File: src/rtl/uart_pkg.sv
// Shared UART definitions: receiver FSM state encodings, default frame width
// and the oversampling factor floor, plus a helper that applies that floor.
package uart_pkg;

  localparam logic [1:0] IDLE  = 2'd0;
  localparam logic [1:0] START = 2'd1;
  localparam logic [1:0] DATA  = 2'd2;
  localparam logic [1:0] STOP  = 2'd3;

  localparam int unsigned DEFAULT_DATA_BITS = 8;
  localparam int unsigned FAC_W             = 5;
  localparam logic [4:0]  MIN_OVERSAMPLING  = 5'd4;

  // Factors below the floor cannot place a mid-bit sample, so they are raised to it.
  function automatic logic [FAC_W-1:0] clamp_factor(input logic [FAC_W-1:0] f);
    return (f < MIN_OVERSAMPLING) ? MIN_OVERSAMPLING : f;
  endfunction

endpackage

File: src/rtl/uart_rx_sync.sv
// Input conditioning for the UART receiver.
// Ports:
//   clk, rst            clock and async active-low reset
//   rx                  asynchronous serial line (idle high)
//   oversampling_clock  oversampling clock, synchronous to clk
//   rx_s                rx after SYNC_STAGES flops (registered)
//   tick_c              one-clk pulse on each rising edge of oversampling_clock
module uart_rx_sync
  import uart_pkg::*;
#(
  parameter int unsigned SYNC_STAGES = 2
) (
  input  logic clk,
  input  logic rst,
  input  logic rx,
  input  logic oversampling_clock,
  output logic rx_s,
  output logic tick_c
);

  logic [SYNC_STAGES-1:0] sync_q;
  logic                   osc_d;

  // Synchroniser presets to the idle-high line level so reset never looks like a start bit.
  always_ff @(posedge clk or negedge rst) begin
    if (!rst) begin
      sync_q <= '1;
      osc_d  <= 1'b0;
    end else begin
      sync_q <= {sync_q[SYNC_STAGES-2:0], rx};
      osc_d  <= oversampling_clock;
    end
  end

  assign rx_s   = sync_q[SYNC_STAGES-1];
  assign tick_c = oversampling_clock & ~osc_d;

endmodule

File: src/rtl/uart_rx_oversampled.sv
// UART receiver driven by an external oversampling clock. Detects a start
// bit, samples each bit once at its centre and reports each frame with a
// one-cycle rx_valid (good stop bit) or frame_error (stop bit sampled 0).
// Ports:
//   clk, rst             clock and async active-low reset
//   oversampling_clock   oversampling clock, synchronous to clk
//   oversampling_factor  ticks per bit, latched at each start bit (min 4)
//   rx                   asynchronous serial line, idle high
//   rx_data              payload of the last good frame
//   rx_valid             one-clk pulse when rx_data is updated
//   frame_error          one-clk pulse when the stop bit is 0
//   busy                 high whenever the receiver is not idle
module uart_rx_oversampled
  import uart_pkg::*;
#(
  parameter int unsigned DATA_BITS   = DEFAULT_DATA_BITS,
  parameter int unsigned SYNC_STAGES = 2
) (
  input  logic                 clk,
  input  logic                 rst,
  input  logic                 oversampling_clock,
  input  logic [FAC_W-1:0]     oversampling_factor,
  input  logic                 rx,
  output logic [DATA_BITS-1:0] rx_data,
  output logic                 rx_valid,
  output logic                 frame_error,
  output logic                 busy
);

  localparam int unsigned BIT_CNT_W = $clog2(DATA_BITS + 1);

  logic                 rx_s;
  logic                 tick;
  logic [1:0]           state, state_next;
  logic [FAC_W-1:0]     sample_cnt, sample_cnt_next;
  logic [BIT_CNT_W-1:0] bit_cnt, bit_cnt_next;
  logic [FAC_W-1:0]     fac, fac_next;
  logic [FAC_W-1:0]     half_c;
  logic [DATA_BITS-1:0] shreg, shreg_next;
  logic [DATA_BITS-1:0] rx_data_next;
  logic                 rx_valid_next, frame_error_next, busy_next;

  uart_rx_sync #(
    .SYNC_STAGES(SYNC_STAGES)
  ) u_sync (
    .clk               (clk),
    .rst               (rst),
    .rx                (rx),
    .oversampling_clock(oversampling_clock),
    .rx_s              (rx_s),
    .tick_c            (tick)
  );

  assign half_c = {1'b0, fac[FAC_W-1:1]};

  // State and output registers.
  always_ff @(posedge clk or negedge rst) begin
    if (!rst) begin
      state       <= IDLE;
      sample_cnt  <= '0;
      bit_cnt     <= '0;
      fac         <= MIN_OVERSAMPLING;
      shreg       <= '0;
      rx_data     <= '0;
      rx_valid    <= 1'b0;
      frame_error <= 1'b0;
      busy        <= 1'b0;
    end else begin
      state       <= state_next;
      sample_cnt  <= sample_cnt_next;
      bit_cnt     <= bit_cnt_next;
      fac         <= fac_next;
      shreg       <= shreg_next;
      rx_data     <= rx_data_next;
      rx_valid    <= rx_valid_next;
      frame_error <= frame_error_next;
      busy        <= busy_next;
    end
  end

  // Next-state logic: at most one transition per oversampling tick.
  always_comb begin
    state_next       = state;
    sample_cnt_next  = sample_cnt;
    bit_cnt_next     = bit_cnt;
    fac_next         = fac;
    shreg_next       = shreg;
    rx_data_next     = rx_data;
    rx_valid_next    = 1'b0;
    frame_error_next = 1'b0;

    case (state)
      IDLE: begin
        if (tick && !rx_s) begin
          state_next      = START;
          sample_cnt_next = 5'd1;
          fac_next        = clamp_factor(oversampling_factor);
        end
      end
      START: begin
        if (tick) begin
          // Centre of the start bit: a high line here was only a glitch.
          if (sample_cnt == half_c - 5'd1) begin
            sample_cnt_next = '0;
            if (!rx_s) begin
              state_next   = DATA;
              bit_cnt_next = '0;
            end else begin
              state_next = IDLE;
            end
          end else begin
            sample_cnt_next = sample_cnt + 5'd1;
          end
        end
      end
      DATA: begin
        if (tick) begin
          if (sample_cnt == fac - 5'd1) begin
            shreg_next      = {rx_s, shreg[DATA_BITS-1:1]};
            sample_cnt_next = '0;
            bit_cnt_next    = bit_cnt + BIT_CNT_W'(1);
            if (bit_cnt == BIT_CNT_W'(DATA_BITS - 1)) begin
              state_next = STOP;
            end
          end else begin
            sample_cnt_next = sample_cnt + 5'd1;
          end
        end
      end
      STOP: begin
        if (tick) begin
          // Leaving at mid-stop lets a start bit straight after the stop bit be caught.
          if (sample_cnt == fac - 5'd1) begin
            sample_cnt_next = '0;
            state_next      = IDLE;
            if (rx_s) begin
              rx_data_next  = shreg;
              rx_valid_next = 1'b1;
            end else begin
              frame_error_next = 1'b1;
            end
          end else begin
            sample_cnt_next = sample_cnt + 5'd1;
          end
        end
      end
      default: begin
        state_next = IDLE;
      end
    endcase

    busy_next = (state_next != IDLE);
  end

endmodule

File: config.mk
export PLATFORM = sky130hd
export DESIGN_NAME = uart_rx_oversampled
export DESIGN_NICKNAME = d
export VERILOG_FILES = /design/src/rtl/uart_pkg.sv /design/src/rtl/uart_rx_sync.sv /design/src/rtl/uart_rx_oversampled.sv
export SDC_FILE = /design/constraint.sdc
export NUM_CORES = 1
export LEC_CHECK = 0
export CORE_MARGIN = 2
export CORE_UTILIZATION = 60
export CTS_BUF_LIST = sky130_fd_sc_hd__clkbuf_8
export CTS_CLUSTER_SIZE = 28
export DETAILED_ROUTE_END_ITERATION = 10
export PLACE_DENSITY = 0.86
export REMOVE_ABC_BUFFERS = 1
export SYNTH_ARGS = -nofsm -noshare
export SYNTH_HDL_FRONTEND = slang
export SYNTH_SLANG_ARGS = --single-unit
File: constraint.sdc
create_clock -name clk -period 4.15 [get_ports clk]
set_clock_uncertainty 0.1 [all_clocks]
set_input_delay 0.83 -clock clk [delete_from_list [all_inputs] [get_ports clk]]
set_output_delay 0.83 -clock clk [all_outputs]
set_load 0.01 [all_outputs]
; Word level (Yosys, flattened, before mapping)
; Cells that the tools add are included.
[classes]
bitwise_logic = 2
eq_ne = 13
add_sub_neg = 4
n_lt_le_gt_ge = 1
muxes = 31
reduce_logical = 11
[op_table]
columns = cell, n
row1 = two-way mux 5 bit, 6
row2 = two-way mux 4 bit, 5
row3 = two-way mux 2 bit, 9
row4 = one-hot mux 5 bit (3 select lines), 1
row5 = != test 2 bit (second input constant), 6
row6 = == test 5 bit, 2
row7 = two-way mux 1 bit, 8
row8 = one-hot mux 2 bit (4 select lines), 1
row9 = one-hot mux 4 bit (2 select lines), 1
row10 = AND reduction 3 bit, 2
row11 = AND reduction 6 bit, 1
row12 = adder 5 x 1 -> 5 bit (second input constant), 1
row13 = less-than comparator 5 x 3 -> 1 bit (second input constant), 1
row14 = subtractor 4 x 1 -> 5 bit (second input constant), 1
row15 = subtractor 5 x 1 -> 5 bit (second input constant), 1
row16 = adder 4 x 1 -> 4 bit (second input constant), 1
row17 = == test 2 bit (second input constant), 2
row18 = == test 4 x 3 -> 1 bit (second input constant), 1
row19 = AND reduction 4 bit, 1
row20 = nonzero test 2 bit, 2
row21 = == test 2 x 1 -> 1 bit (second input constant), 1
row22 = logical NOT 2 bit, 1
row23 = != test 2 x 1 -> 1 bit (second input constant), 1
row24 = AND reduction 2 bit, 1
row25 = other kinds (5), 5
[word_totals]
ff_bits = 38
in_bits = 9
out_inout_bits = 11
elab_cells = 73

; Depth between registers and ports, before layout
[logic_depth]
depth_word = 6
mapped_depth = 9
ltp_nobuf = 8

; Hierarchy
; A second synthesis with hierarchy kept.
[unflattened]
hier_cells = 177
hier_area_um2 = 1903.1
[modules_own_cells]
columns = mod, seq_area_each_um2, area_per_inst_um2, cells_per_inst, instances
row1 = uart_rx_oversampled, 877.1, 1811.7, 173, 1
row2 = uart_rx_sync, 77.6, 91.3, 4, 1

; Worst setup path after synthesis
; Ideal clock, no wire load.
[synth_path]
path_type = register -> register
startpoint = reg fac[1]
endpoint = reg rx_data[0]
setup_slack_ps = 1658
required_time_ps = 3925
setup_time_ps = 125
stages_incl_launch_ff = 9
n_path_buf = 0
period_less_slack_ps = 2492
arrival_ps = 2268
path_cell_list = dfrtp_1 inv_1 ha_1 and2b_1 or3_1 a311oi_2 nand2_1 nor2_4 mux2_2
[synth_between]
elab_chain_cells = 3
[synth_lines]
columns = element, line
row1 = start: declaration, uart_rx_oversampled.sv:37  ; logic [FAC_W-1:0] fac, fac_next;
row2 = start signal: assignment, uart_rx_oversampled.sv:72  ; fac <= fac_next;
row3 = subtractor 5 x 1 -> 5 bit, uart_rx_oversampled.sv:133  ; if (sample_cnt == fac - 5'd1) begin
row4 = == test 5 bit, uart_rx_oversampled.sv:133
row5 = AND reduction 4 bit (no line), n/a
row6 = end signal: assignment, uart_rx_oversampled.sv:74  ; rx_data <= rx_data_next;
row7 = end: declaration, uart_rx_oversampled.sv:24  ; output logic [DATA_BITS-1:0] rx_data,
; Every way passes these cells.
; A chain may end at the register's enable or synchronous reset.

; Final worst setup path
[layout_path]
startpoint = reg fac[1]
endpoint = reg bit_cnt[3]
[layout_between]
elab_chain_cells = 4
elab_cells_between_ends = 7
classes_between = add/sub (2) / eq/ne (4) / reduce/logical (1)
[layout_lines]
columns = element, line
row1 = subtractor 5 x 1 -> 5 bit / subtractor 4 x 1 -> 5 bit (equally long branches), "uart_rx_oversampled.sv:118, uart_rx_oversampled.sv:103"
row2 = "== test 5 bit, on equally long branches", "uart_rx_oversampled.sv:118, uart_rx_oversampled.sv:103"
row3 = != test 2 bit (no line), n/a
row4 = AND reduction 6 bit (no line) *, n/a
row5 = end signal: assignment, uart_rx_oversampled.sv:71  ; bit_cnt <= bit_cnt_next;
row6 = end: declaration, uart_rx_oversampled.sv:36  ; logic [BIT_CNT_W-1:0] bit_cnt, bit_cnt_next;
; Every way passes the cells marked *; elsewhere a longest branch is shown, timed or not.

==> metrics <==
period utilisation layout 0.714; Post-synth EDFFs 0; Clk Latency, worst-skew pair 0.29 ns; sw power 0.257 mW; CP Max Fanout 16; Crit path max-delay family simple AND/OR/NAND/NOR gates; critical-path cell list inv_1 > ha_1 > and2b_1 > or3_1 > a311oi_2 > nand4_2 > or3_1 > a21boi_1; most instantiated library cell after synthesis dfrtp_1; post-synthesis register bit count 38; Synth top area share 0.473; critical path capture point type register; H-tree levels 2; Syn Inst Count 165; setup_tns 0 ns; clock power share 0.389; Tot Pwr 0.992 mW; IO Count 20; top post-synthesis cells by area dfrtp_1, mux2_2, dfstp_2; cell area power density 453 nW/µm²; Synth area leader dfrtp_1; Detailed Place HPWL 2.48 mm; Placed Cells 210; clock buffer depth 2; most frequent cell on the critical path or3_1; CTS root buffer clkbuf_8; Routed WL 3.41 mm; clock buffers created by TritonCTS 5; max-cap check violation count 0; detailed-router iteration count before antenna repair 4; worst slew pin tran 0.820 ns; largest net degree at the start of global routing 39; CTS tree done; vias in the first global route 1305; VDD IR max 0.368 mV; Netlist cell types 40; initial core utilization 0.616; Max Freq 338 MHz; min cycle time layout 2.96 ns; layout cell share with drive strength beyond 1 0.178; Ys Warns 0; CP startpoint fac[1]; number of remaining DRC errors 0; Final Util 0.729; switching share of power 0.260; fill count 199; starting DRC count in detailed routing 44; Synth Area per Inst 11.2 µm²; Critical Path AT 3.07 ns; ant diodes 0; Die ar. 3540 µm²; Die X 59.5 µm; cts hold-fix bufs 0; Worst Hold Margin 0.260 ns; internal power 0.734 mW; combinational share of power 0.154; Rel. slew slack 0.454; sequential area share after synthesis 0.516; final setup violation count 0; Bufs and invs on worst path 1; CORE AREA 3000 µm²; Syn Std Cell Area 1850 µm²; predominant post-synthesis flop cell dfrtp_1; Leakage 1.02 nW; CTS resizes 0; Layout area overhead 18.3%; commonest cells in the netlist dfrtp_1, mux2_2, o21ai_0, nand2_1; slowest stage cell, crit path a311oi_2; grt ovf 0; Clk pin slew, worst setup/hold paths 0.07 ns; Port Buf Inserts 19; Setup Buffers After CTS 0; # rows 20; sequential share of power 0.457; Die Span Y 59.5 µm; clk sinks 38; async set or reset register ratio after synthesis 1.00; Reg2Reg Launch Point fac[1]; unrepaired setup endpoints after global routing no; Avg WL per Cell 15.7 µm; first-pass GRT wire length 5.75 mm; critical path type register to register; WP data required 4.26 ns; final hold violation count 0; Post-Layout Cell Count 218; global-route usage over all layers 0.225; Hold Startpoint u_sync.sync_q[0]; Layout Nets 198; Min-Delay Path Class register to register; GP Congestion 0.872; Critical Path Max Stage Delay 0.47 ns; vias per inst 5.83; Vias 1272; CP Launch Type register; max-slew violations 0; initial antenna violation count 0; antenna viol nets, final 0; status completed
[routing by layer]
| layer | GRT usage | wire [µm] | vias to the layer above | part of all wire |
|---|---|---|---|---|
| li1 | - | - | 626 | - |
| met1 | 0.276 | 1500 | 622 | 0.44 |
| met2 | 0.370 | 1780 | 20 | 0.52 |
| met3 | 0.0655 | 97 | 4 | 0.028 |
| met4 | 0.0984 | 36 | 0 | 0.011 |
| met5 | 0 | 0 | - | 0 |
[cell usage in the layout, fill, tap and decap left out, types with 2 or more instances in the layout]
cell | netlist | final
ha_1 | 5 | 5
nand3_1 | 8 | 8
nor2b_1 | 3 | 3
xor2_1 | 4 | 4
a21boi_1 | 2 | 2
nor2_1 | 7 | 7
clkbuf_8 | 0 | 6
clkdlybuf4s50_1 | 0 | 18
o311ai_0 | 2 | 2
xnor2_1 | 6 | 6
dfrtp_1 | 35 | 35
nand2_1 | 9 | 9
or3_1 | 3 | 3
o21ai_0 | 12 | 12
inv_1 | 8 | 8
nor3_1 | 5 | 5
a21oi_1 | 6 | 6
a22o_1 | 2 | 2
bufinv_16 | 0 | 2
mux2_2 | 18 | 18
dfstp_2 | 3 | 3
[worst paths after layout]
kind,to,slack [ns],cells past startpoint
min in group asynchronous,sample_cnt[4],0.53,1
max in group asynchronous,rx_data[1],2.91,1
worst min register to register,u_sync.sync_q[1],0.26,0
worst min-delay path,u_sync.sync_q[1],0.26,0
worst max register to register,bit_cnt[3],1.19,8
worst max-delay path,bit_cnt[3],1.19,8
[worst register-to-register path, cell delays in order (launching register included)]
cell      delay [ns]
dfrtp_1         0.41
inv_1           0.13
ha_1            0.21
and2b_1         0.19
or3_1           0.32
a311oi_2        0.47
nand4_2         0.41
or3_1           0.47
a21boi_1        0.16
[final cells by class]
class                      instances  area (µm²)  area share
inverter                           8        30.0      0.0137
clock inverter                     2        60.1      0.0274
sequential                        38         955       0.436
tap                               33        41.3      0.0189
clock buffer                       6        82.6      0.0377
multi-input combinational        112         836       0.382
timing repair buffer              19         185      0.0846
[per-stage QoR]
step / cell area [µm²] / worst slack [ns]
global route: 2190 / 0.994
floorplan: 1820 / 1.59
detailed placement: 2050 / 1.25
global placement: 2050 / 1.35
CTS: 2190 / 1.21
finish: 2190 / 1.19
[logic make-up after synthesis]
| family | synth area share |
|---|---|
| and+or+nand+nor | 0.140 |
| DFF | 0.516 |
| AOI/OAI and AO/OA | 0.116 |
| muxes | 0.115 |
| buffers and inverters | 0.0325 |
| xor gates and xnor gates | 0.0473 |
| adders and majority gates | 0.0338 |
[state kept, by name, indices dropped and copies added (netlist names)]
name	cells
fac	5
shreg	8
rx_valid	1
sample_cnt	5
u_sync.sync_q	2
rx_data	8
busy	1
u_sync.osc_d	1
bit_cnt	4
state	2
frame_error	1
[power by group through the flow]
stage | Combinational, mW | Clock, mW | Sequential (mW)
final | 0.152 | 0.386 | 0.453
after global routing | 0.170 | 0.405 | 0.458
after CTS | 0.154 | 0.394 | 0.452
after detailed placement | 0.153 | 0 | 0.459
after global placement | 0.142 | 0 | 0.455
after floorplan | 0.113 | 0 | 0.445
Power figures use the tool's default switching activity.
